$ cat src/rtl/serial_number_display.sv
// serial_number_display: latches the six-character ASCII serial from the
// generator, reveals it left to right on a multiplexed common-anode
// seven-segment display, then holds it (blinking while detonating).
module serial_number_display #(
  parameter int SCAN_DIV   = 50000,
  parameter int REVEAL_DIV = 25000000,
  parameter int BLINK_DIV  = 12500000
) (
  input  logic        clk,
  input  logic        rst,
  input  logic [2:0]  current_state,
  input  logic [47:0] serial_number,
  input  logic        serial_done,
  output logic [6:0]  seg_n,
  output logic        dp_n,
  output logic [5:0]  an_n,
  output logic        revealed
);

  localparam logic [2:0] GS_IDLE       = 3'd0;
  localparam logic [2:0] GS_DETONATING = 3'd3;

  localparam int SCAN_W  = $clog2(SCAN_DIV + 1);
  localparam int REV_W   = $clog2(REVEAL_DIV + 1);
  localparam int BLINK_W = $clog2(BLINK_DIV + 1);

  localparam logic [SCAN_W-1:0]  SCAN_LAST  = SCAN_W'(SCAN_DIV - 1);
  localparam logic [REV_W-1:0]   REV_LAST   = REV_W'(REVEAL_DIV - 1);
  localparam logic [BLINK_W-1:0] BLINK_LAST = BLINK_W'(BLINK_DIV - 1);

  typedef enum logic [1:0] {
    BLANK  = 2'd0,
    REVEAL = 2'd1,
    SHOW   = 2'd2
  } disp_state_t;

  disp_state_t        state, state_nxt;
  logic [2:0]         rev_cnt;
  logic [REV_W-1:0]   rev_div;
  logic [47:0]        shadow;
  logic [SCAN_W-1:0]  scan_cnt;
  logic [2:0]         slot;
  logic [BLINK_W-1:0] blink_cnt;
  logic               blink_phase;
  logic               is_idle, capture, rev_tick, slot_on, dp_on;
  logic [7:0]         cur_char;

  // Active-high {g,f,e,d,c,b,a} glyph for one ASCII code; unknown codes show '-'.
  function automatic logic [6:0] font(input logic [7:0] c);
    logic [6:0] f;
    case (c)
      "0": f = 7'h3F;  "1": f = 7'h06;  "2": f = 7'h5B;  "3": f = 7'h4F;
      "4": f = 7'h66;  "5": f = 7'h6D;  "6": f = 7'h7D;  "7": f = 7'h07;
      "8": f = 7'h7F;  "9": f = 7'h6F;
      "A": f = 7'h77;  "B": f = 7'h7C;  "C": f = 7'h39;  "D": f = 7'h5E;
      "E": f = 7'h79;  "F": f = 7'h71;  "G": f = 7'h3D;  "H": f = 7'h76;
      "I": f = 7'h30;  "J": f = 7'h1E;  "K": f = 7'h75;  "L": f = 7'h38;
      "M": f = 7'h37;  "N": f = 7'h54;
      "P": f = 7'h73;  "Q": f = 7'h67;  "R": f = 7'h50;  "S": f = 7'h6D;
      "T": f = 7'h78;  "U": f = 7'h3E;  "V": f = 7'h1C;  "W": f = 7'h2A;
      "X": f = 7'h49;  "Z": f = 7'h5B;
      default: f = 7'h40;
    endcase
    return f;
  endfunction

  assign is_idle  = (current_state == GS_IDLE);
  assign capture  = (state == BLANK) && serial_done && !is_idle;
  assign rev_tick = (state == REVEAL) && (rev_div == REV_LAST);

  // FSM state register.
  always_ff @(posedge clk or negedge rst) begin
    if (!rst) state <= BLANK;
    else      state <= state_nxt;
  end

  // FSM next state: IDLE forces BLANK ahead of any capture.
  always_comb begin
    state_nxt = state;
    if (is_idle) begin
      state_nxt = BLANK;
    end else begin
      case (state)
        BLANK:   if (serial_done) state_nxt = REVEAL;
        REVEAL:  if (rev_tick && (rev_cnt == 3'd6)) state_nxt = SHOW;
        SHOW:    state_nxt = SHOW;
        default: state_nxt = BLANK;
      endcase
    end
  end

  // Shadow capture, reveal divider and count of characters made visible.
  always_ff @(posedge clk or negedge rst) begin
    if (!rst) begin
      shadow  <= {6{8'h30}};
      rev_cnt <= 3'd0;
      rev_div <= '0;
    end else if (is_idle) begin
      rev_cnt <= 3'd0;
      rev_div <= '0;
    end else if (capture) begin
      shadow  <= serial_number;
      rev_cnt <= 3'd1;
      rev_div <= '0;
    end else if (state == REVEAL) begin
      if (rev_tick) begin
        rev_div <= '0;
        if (rev_cnt < 3'd6) rev_cnt <= rev_cnt + 3'd1;
      end else begin
        rev_div <= rev_div + 1'b1;
      end
    end
  end

  // Free-running digit scan, independent of game and display state.
  always_ff @(posedge clk or negedge rst) begin
    if (!rst) begin
      scan_cnt <= '0;
      slot     <= 3'd0;
    end else if (scan_cnt == SCAN_LAST) begin
      scan_cnt <= '0;
      slot     <= (slot == 3'd5) ? 3'd0 : slot + 3'd1;
    end else begin
      scan_cnt <= scan_cnt + 1'b1;
    end
  end

  // Blink phase runs only while detonating; any other state parks it at 0,
  // so every entry into DETONATING starts from a cleared counter.
  always_ff @(posedge clk or negedge rst) begin
    if (!rst) begin
      blink_cnt   <= '0;
      blink_phase <= 1'b0;
    end else if (current_state != GS_DETONATING) begin
      blink_cnt   <= '0;
      blink_phase <= 1'b0;
    end else if (blink_cnt == BLINK_LAST) begin
      blink_cnt   <= '0;
      blink_phase <= ~blink_phase;
    end else begin
      blink_cnt <= blink_cnt + 1'b1;
    end
  end

  // Character under the current scan slot (slot 0 is the leftmost byte).
  always_comb begin
    cur_char = shadow[47:40];
    case (slot)
      3'd1:    cur_char = shadow[39:32];
      3'd2:    cur_char = shadow[31:24];
      3'd3:    cur_char = shadow[23:16];
      3'd4:    cur_char = shadow[15:8];
      3'd5:    cur_char = shadow[7:0];
      default: cur_char = shadow[47:40];
    endcase
  end

  assign slot_on = !blink_phase &&
                   ((state == SHOW) || ((state == REVEAL) && (slot < rev_cnt)));
  assign dp_on   = slot_on && (state == SHOW) && (slot == 3'd5) && shadow[0];

  // Output stage: registered segment, anode and status drive.
  always_ff @(posedge clk or negedge rst) begin
    if (!rst) begin
      seg_n    <= 7'h7F;
      dp_n     <= 1'b1;
      an_n     <= 6'h3F;
      revealed <= 1'b0;
    end else begin
      seg_n    <= slot_on ? ~font(cur_char) : 7'h7F;
      an_n     <= slot_on ? ~(6'b000001 << slot) : 6'h3F;
      dp_n     <= ~dp_on;
      revealed <= (state == SHOW);
    end
  end

endmodule

$ cat config.mk
export PLATFORM = sky130hd
export DESIGN_NAME = serial_number_display
export DESIGN_NICKNAME = d
export VERILOG_FILES = /design/src/rtl/serial_number_display.sv
export SDC_FILE = /design/constraint.sdc
export NUM_CORES = 1
export LEC_CHECK = 0
export BUFFER_PORTS_ARGS = -buffer_cell sky130_fd_sc_hd__clkbuf_2
export CORE_AREA = 2 2 127 117
export DETAILED_ROUTE_END_ITERATION = 16
export DIE_AREA = 0 0 129 119
export PLACE_DENSITY = 0.69
export SLEW_MARGIN = 20
export SYNTH_ARGS = -nofsm -noshare
export SYNTH_HDL_FRONTEND = slang
export SYNTH_SLANG_ARGS = --single-unit
$ cat constraint.sdc
create_clock -name clk -period 8.5 [get_ports clk]
set_input_delay 1.7 -clock clk [delete_from_list [all_inputs] [get_ports clk]]
set_output_delay 1.7 -clock clk [all_outputs]
set_load 0.03 [all_outputs]
---- Word level (Yosys, flattened, before mapping) ----
Memories as Yosys holds them, arrays and structs flattened.
Index checks and enable logic that the tools add are counted.
word-level totals
  register bits ........................... 137
  bits in read-only memories .............. 896
  input port bits ......................... 54
  output and inout bits ................... 15
  memories ................................ 1
operators by class
  $add $sub $neg .......................... 5
  $lt $le $gt $ge ......................... 2
  equality and inequality tests ........... 14
  shift operators ......................... 1
  mux-type cells .......................... 23
  bitwise operators ....................... 5
  reduce and logical (&&, ||, !) cells .... 21
memory list
  memory            words  bits a word  read ports  clocked after Yosys merged registers in  wr ports  RTL line  text
  (name not given)  128    7            1           0                                        0         51        case (c)
operators by type and width
  operator                                                            number
  25-bit 2-to-1 mux                                                   4
  24-bit 2-to-1 mux                                                   2
  8-bit one-hot mux with 5 select lines                               1
  25-bit by 1-bit adder with 25-bit output (second input constant)    1
  25-bit == test (second input constant)                              1
  24-bit by 1-bit adder with 24-bit output (second input constant)    1
  24-bit == test (second input constant)                              1
  3-bit 2-to-1 mux                                                    6
  16-bit by 1-bit adder with 16-bit output (second input constant)    1
  16-bit == test (second input constant)                              1
  16-bit 2-to-1 mux                                                   1
  7-bit 2-to-1 mux                                                    2
  3-bit == test (second input constant)                               3
  1-bit logical AND                                                   9
  3-bit nonzero test                                                  3
  7-bit inverter                                                      1
  3-bit by 1-bit adder with 3-bit output (second input constant)      2
  3-bit by 2-bit == test with 1-bit output (second input constant)    2
  2-bit 2-to-1 mux                                                    3
  6-bit 2-to-1 mux                                                    1
  3-bit != test (second input constant)                               2
  6-bit inverter                                                      1
  2-bit one-hot mux with 3 select lines                               1
  1-bit by 3-bit << shifter with 6-bit output (first input constant)  1
  15 further kinds                                                    20

---- Logic depth before layout (Yosys ltp) ----
  word-level depth ........................ 8
  mapped depth ............................ 14

---- Worst setup path before layout ----
Ideal clock, no wire load.
  kind .................................... in2reg
  start ................................... input current_state[0]
  end ..................................... register shadow[27]
  data arrival time ....................... 3.250 ns
  data required time ...................... 8.375 ns
  setup slack ............................. 5.125 ns
  cell stages on the path ................. 6
  buffers on the path ..................... 3
  path through ............................ or3_1 > clkbuf_1 > nand3_1 > buf_2 > buf_1 > mux2_2
on the way
  word-level cells in the longest chain between the ends .. 4
  elaborated cells between the ends (all ways) .. 5
RTL lines
  item                                      RTL line  text
  from (decl)                               11        input logic [2:0] current_state,
  3-bit logical NOT (*)                     67        assign is_idle = (current_state == GS_IDLE);
  1-bit logical NOT                         68        assign capture = (state == BLANK) && serial_done && !is_idle;
  1-bit logical AND                         68
  2-bit AND reduction (no source line) (*)  n/a
  to (signal assigned)                      95        shadow <= {6{8'h30}};
  to (signal assigned)                      102       shadow <= serial_number;
  to (decl)                                 40        logic [47:0] shadow;
Every way passes the cells marked *; elsewhere a longest branch is shown, timed or not.
A chain may end at the register's enable or synchronous reset.

---- Worst setup path in the final report ----
  start ................................... register slot[2]
  end ..................................... register seg_n[1]
on the way
  word-level cells in the longest chain between the ends .. 6
  elaborated cells between the ends (all ways) .. 14
RTL lines
  item                                   RTL line  text
  from (decl)                            42        logic [2:0] slot;
  from (signal assigned)                 122       slot <= (slot == 3'd5) ? 3'd0 : slot + 3'd1;
  3-bit == test (tied with other cells)  148       case (slot)
  8-bit one-hot mux with 5 select lines  148
  memory read 128 x 7 bit                n/a
  7-bit 2-to-1 mux                       51
  7-bit inverter                         170       seg_n <= slot_on ? ~font(cur_char) : 7'h7F;
  7-bit 2-to-1 mux (*)                   170
  to (signal assigned)                   170
  to (decl)                              14        output logic [6:0] seg_n,
Marks and branches as above.

==> summary.md <==
| Metric | Value |
|---|---|
| # rows | 42 |
| Fin crit share | 42.6% |
| Yosys warns | 0 |
| DIE AREA | 15400 um^2 |
| Flip-flop and latch area | 3460 um^2 |
| Power Total | 2.27 mW |
| Worst-Skew Late Latency | 0.43 ns |
| CTS clk-pin slew, worst paths | ~0.060 ns |
| GRT Total Usage | 20.9% |
| Hpwl dp | 10.4 mm |
| CTS-repair resized insts | 0 |
| Max-cap violations | 0 |
| Synth Flop Type | dfrtp_1 |
| Flop and latch count out of synthesis | 137 |
| Crit path buf inv count | 1 |
| Vias in the first global route | between 5000 and 6000 |
| TritonCTS Sinks | 137 |
| Clk root buf | clkbuf_16 |
| Ant diodes | 0 |
| Sw Share | between 30% and 40% |
| Final WL | between 10 and 15 mm |
| Synth-to-Final Area Change | 14.7% |
| Number of remaining DRC errors | 0 |
| Synth cell count leaders | dfrtp_1 (111), nor2_1 (90), mux2_2 (49) |
| Ratio of cells with drive above 1 in the final layout | 26.0% |
| Pleak | 3.48 nW |
| Largest net degree at the start of global routing | 75 |
| Boundary Pins | 69 |
| Clock power frac | around 31% |
| First DRT Iteration DRCs | 443 |
| Top post-synthesis cells by area | dfrtp_1 (40%), dfstp_2 (9.7%), mux2_2 (7.9%) |
| CP top delay family | compound AO/OA/AOI/OAI gates |
| WS Path Type | reg2reg |
| Max_slew headroom | 29.9% |
| Sequential Power Share | between 30 and 40% |
| Final Instance Area | 8050 um^2 |
| Buffer count from post-CTS setup fixing | 0 |
| Sequential fraction of the synthesis area | between 40% and 50% |
| Multi-input gate area | ~3400 um^2 |
| Area leader, netlist | dfrtp_1 |
| Final Hold Vio Count | 0 |
| Via total after detailed routing | 5226 |
| Crit path largest cell delay | 0.91 ns |
| DIE HEIGHT | 119 um |
| Yosys top cell area share | about two fifths |
| Final Skew | around 0.0069 ns |
| Comb power frac | 29.6% |
| Worst path slowest cell | o32ai_2 |
| Gate Count Post-Synth | around 670 |
| Filler instances | 1224 |
| CTS tree | done |
| Highest clock rate | 276 MHz |
| # nets final | 803 |
| Detailed Routing Iterations Pass 1 | 5 |
| RSZ-0062 raised after global routing | false |
| Dominant cell by count in the synthesized netlist | dfrtp_1 |
| Routed Antenna Nets | 0 |
| Cell-internal power | around 1.5 mW |
| First-pass GRT wire length | 25.0 mm |
| Total gr overflow | 0 |
| Starting Density | between 40% and 50% |
| Final setup viols | 0 |
| Core Box Area | about 14000 um^2 |
| Post-synth EDFFs | 0 |
| Critical path required time | about 9 ns |
| Async set-reset flop share out of synthesis | 100% |
| H-Tree Depth | 4 |
| Slew at the pin with the worst max-slew slack | 1.05 ns |
| Synth Cell Area | around 7000 um^2 |
| Clk buf depth | 2 |
| Critical path startpoint category | flop |
| Hold_buf cts | 0 |
| Vias per std cell | 5.55 |
| Final min period | 3.62 ns |
| TritonCTS Buffers | 17 |
| Routability cong. | 0.853 |
| Max Slew Vio Count | 0 |
| Chip width | approximately 130 um |
| Status | completed |
| Syn Area/Cell | about 10 um^2 |
| NetSw | 0.742 mW |
| Critical Path Fanout Max | 21 |
| Wire per inst | 15.9 um |
| Post-DP Area | 7480 um^2 |
| Syn Nets | roughly 740 |
| IO buf count | 68 |
| Worst hold path class | reg2reg |
| TNS Setup | 0 ns |
| Initial antenna violation count | 0 |
| P per Cell Area | 282 nW/um^2 |
| CP Capture Type | flop |
| Arr. time, crit path | 3.97 ns |
| Yosys cell types | 67 |
| VDD IR max | 0.161 mV |
| CP Cell Sequence | inv_1 -> ha_1 -> a22o_1 -> o32ai_2 -> nand2_1 -> o221a_2 -> o32a_1 |
==> power groups by stage <==
stage / combinational [mW] / sequential, mW / clock [mW]
3_3_place_gp: 0.633 / 0.905 / 0
6_report: 0.672 / 0.901 / 0.697
2_1_floorplan: 0.503 / 0.914 / 0
5_1_grt: 0.737 / 0.918 / 0.742
4_1_cts: 0.668 / 0.901 / 0.710
3_5_place_dp: 0.664 / 0.912 / 0
==> layer usage <==
layer | wire length (um) | global-route usage (%) | vias up | part of all wire, %
met5 | 0 | 0 | - | 0
met3 | 725 | 6.06 | 34 | 4.9
met4 | 320 | 7.61 | 0 | 2.1
li1 | - | - | 2483 | -
met1 | 6750 | 27.7 | 2563 | 45
met2 | 7140 | 32.7 | 146 | 48
==> sequential cells by signal (all words and copies together), names as in the netlist <==
name	cells
shadow	48
seg_n	7
blink_phase	1
state	2
rev_div	25
dp_n	1
slot	3
revealed	1
blink_cnt	24
an_n	6
rev_cnt	3
scan_cnt	16
==> cell type report <==
class / count / area share [%]
inverter: 16 / 0.746
sequential: 137 / 43.0
clock buffer: 21 / 5.72
multi-input combinational: 488 / 41.8
tap: 198 / 3.08
clock inverter: 11 / 1.24
timing repair buffer: 70 / 4.45
==> layout by cell type, fill, tap and decap left out, drive strengths merged, types with 7 or more instances in the layout <==
cell,synthesis,final
nand3,34,34
nor2,92,92
mux2,49,49
xor2,44,44
xnor2,16,16
nand2,46,46
clkbuf,13,88
o21ai,19,19
a21oi,31,31
mux2i,7,7
dfrtp,111,111
and3,11,11
nand4,12,12
nor3,9,9
inv,16,16
dfstp,26,26
ha,19,19
and4,8,8
==> worst paths after layout <==
| path | startpoint | endpoint | slack (ns) | cells past startpoint |
|---|---|---|---|---|
| worst min-delay path | blink_cnt[0]$_DFF_PN0_ | blink_cnt[0]$_DFF_PN0_ | 0.49 | 1 |
| max in group asynchronous | rst | blink_cnt[13]$_DFF_PN0_ | 5.71 | 2 |
| worst min register to register | blink_cnt[0]$_DFF_PN0_ | blink_cnt[0]$_DFF_PN0_ | 0.49 | 1 |
| worst max-delay path | slot[2]$_DFFE_PN0N_ | seg_n[1]$_DFF_PN1_ | 4.88 | 7 |
| min in group asynchronous | rst | rev_div[16]$_DFFE_PN0P_ | 1.35 | 1 |
| worst max register to register | slot[2]$_DFFE_PN0N_ | seg_n[1]$_DFF_PN1_ | 4.88 | 7 |
==> cell families after synthesis <==
family | after synthesis | synth area share (%)
fa+ha+maj | 19 | 3.39
buf+inv | 46 | 2.93
mux | 56 | 8.87
compound gates | 100 | 10.1
simple gates | 253 | 17.9
flops | 137 | 49.3
xor+xnor | 60 | 7.49
==> metrics by stage <==
step | std cells | setup slack (ns) | util (%) | hold WS (ns)
6_report | 941 | 4.88 | 56.5 | 0.494
5_1_grt | 941 | 4.59 | 56.5 | 0.519
4_1_cts | 941 | 4.94 | 56.5 | 0.498
3_5_place_dp | 909 | 4.80 | 52.5 | 0.492
3_3_place_gp | 909 | 4.90 | 52.5 | 0.478
2_1_floorplan | 671 | 5.12 | - | 0.431
No activity file was read; power rests on OpenSTA's default activity.
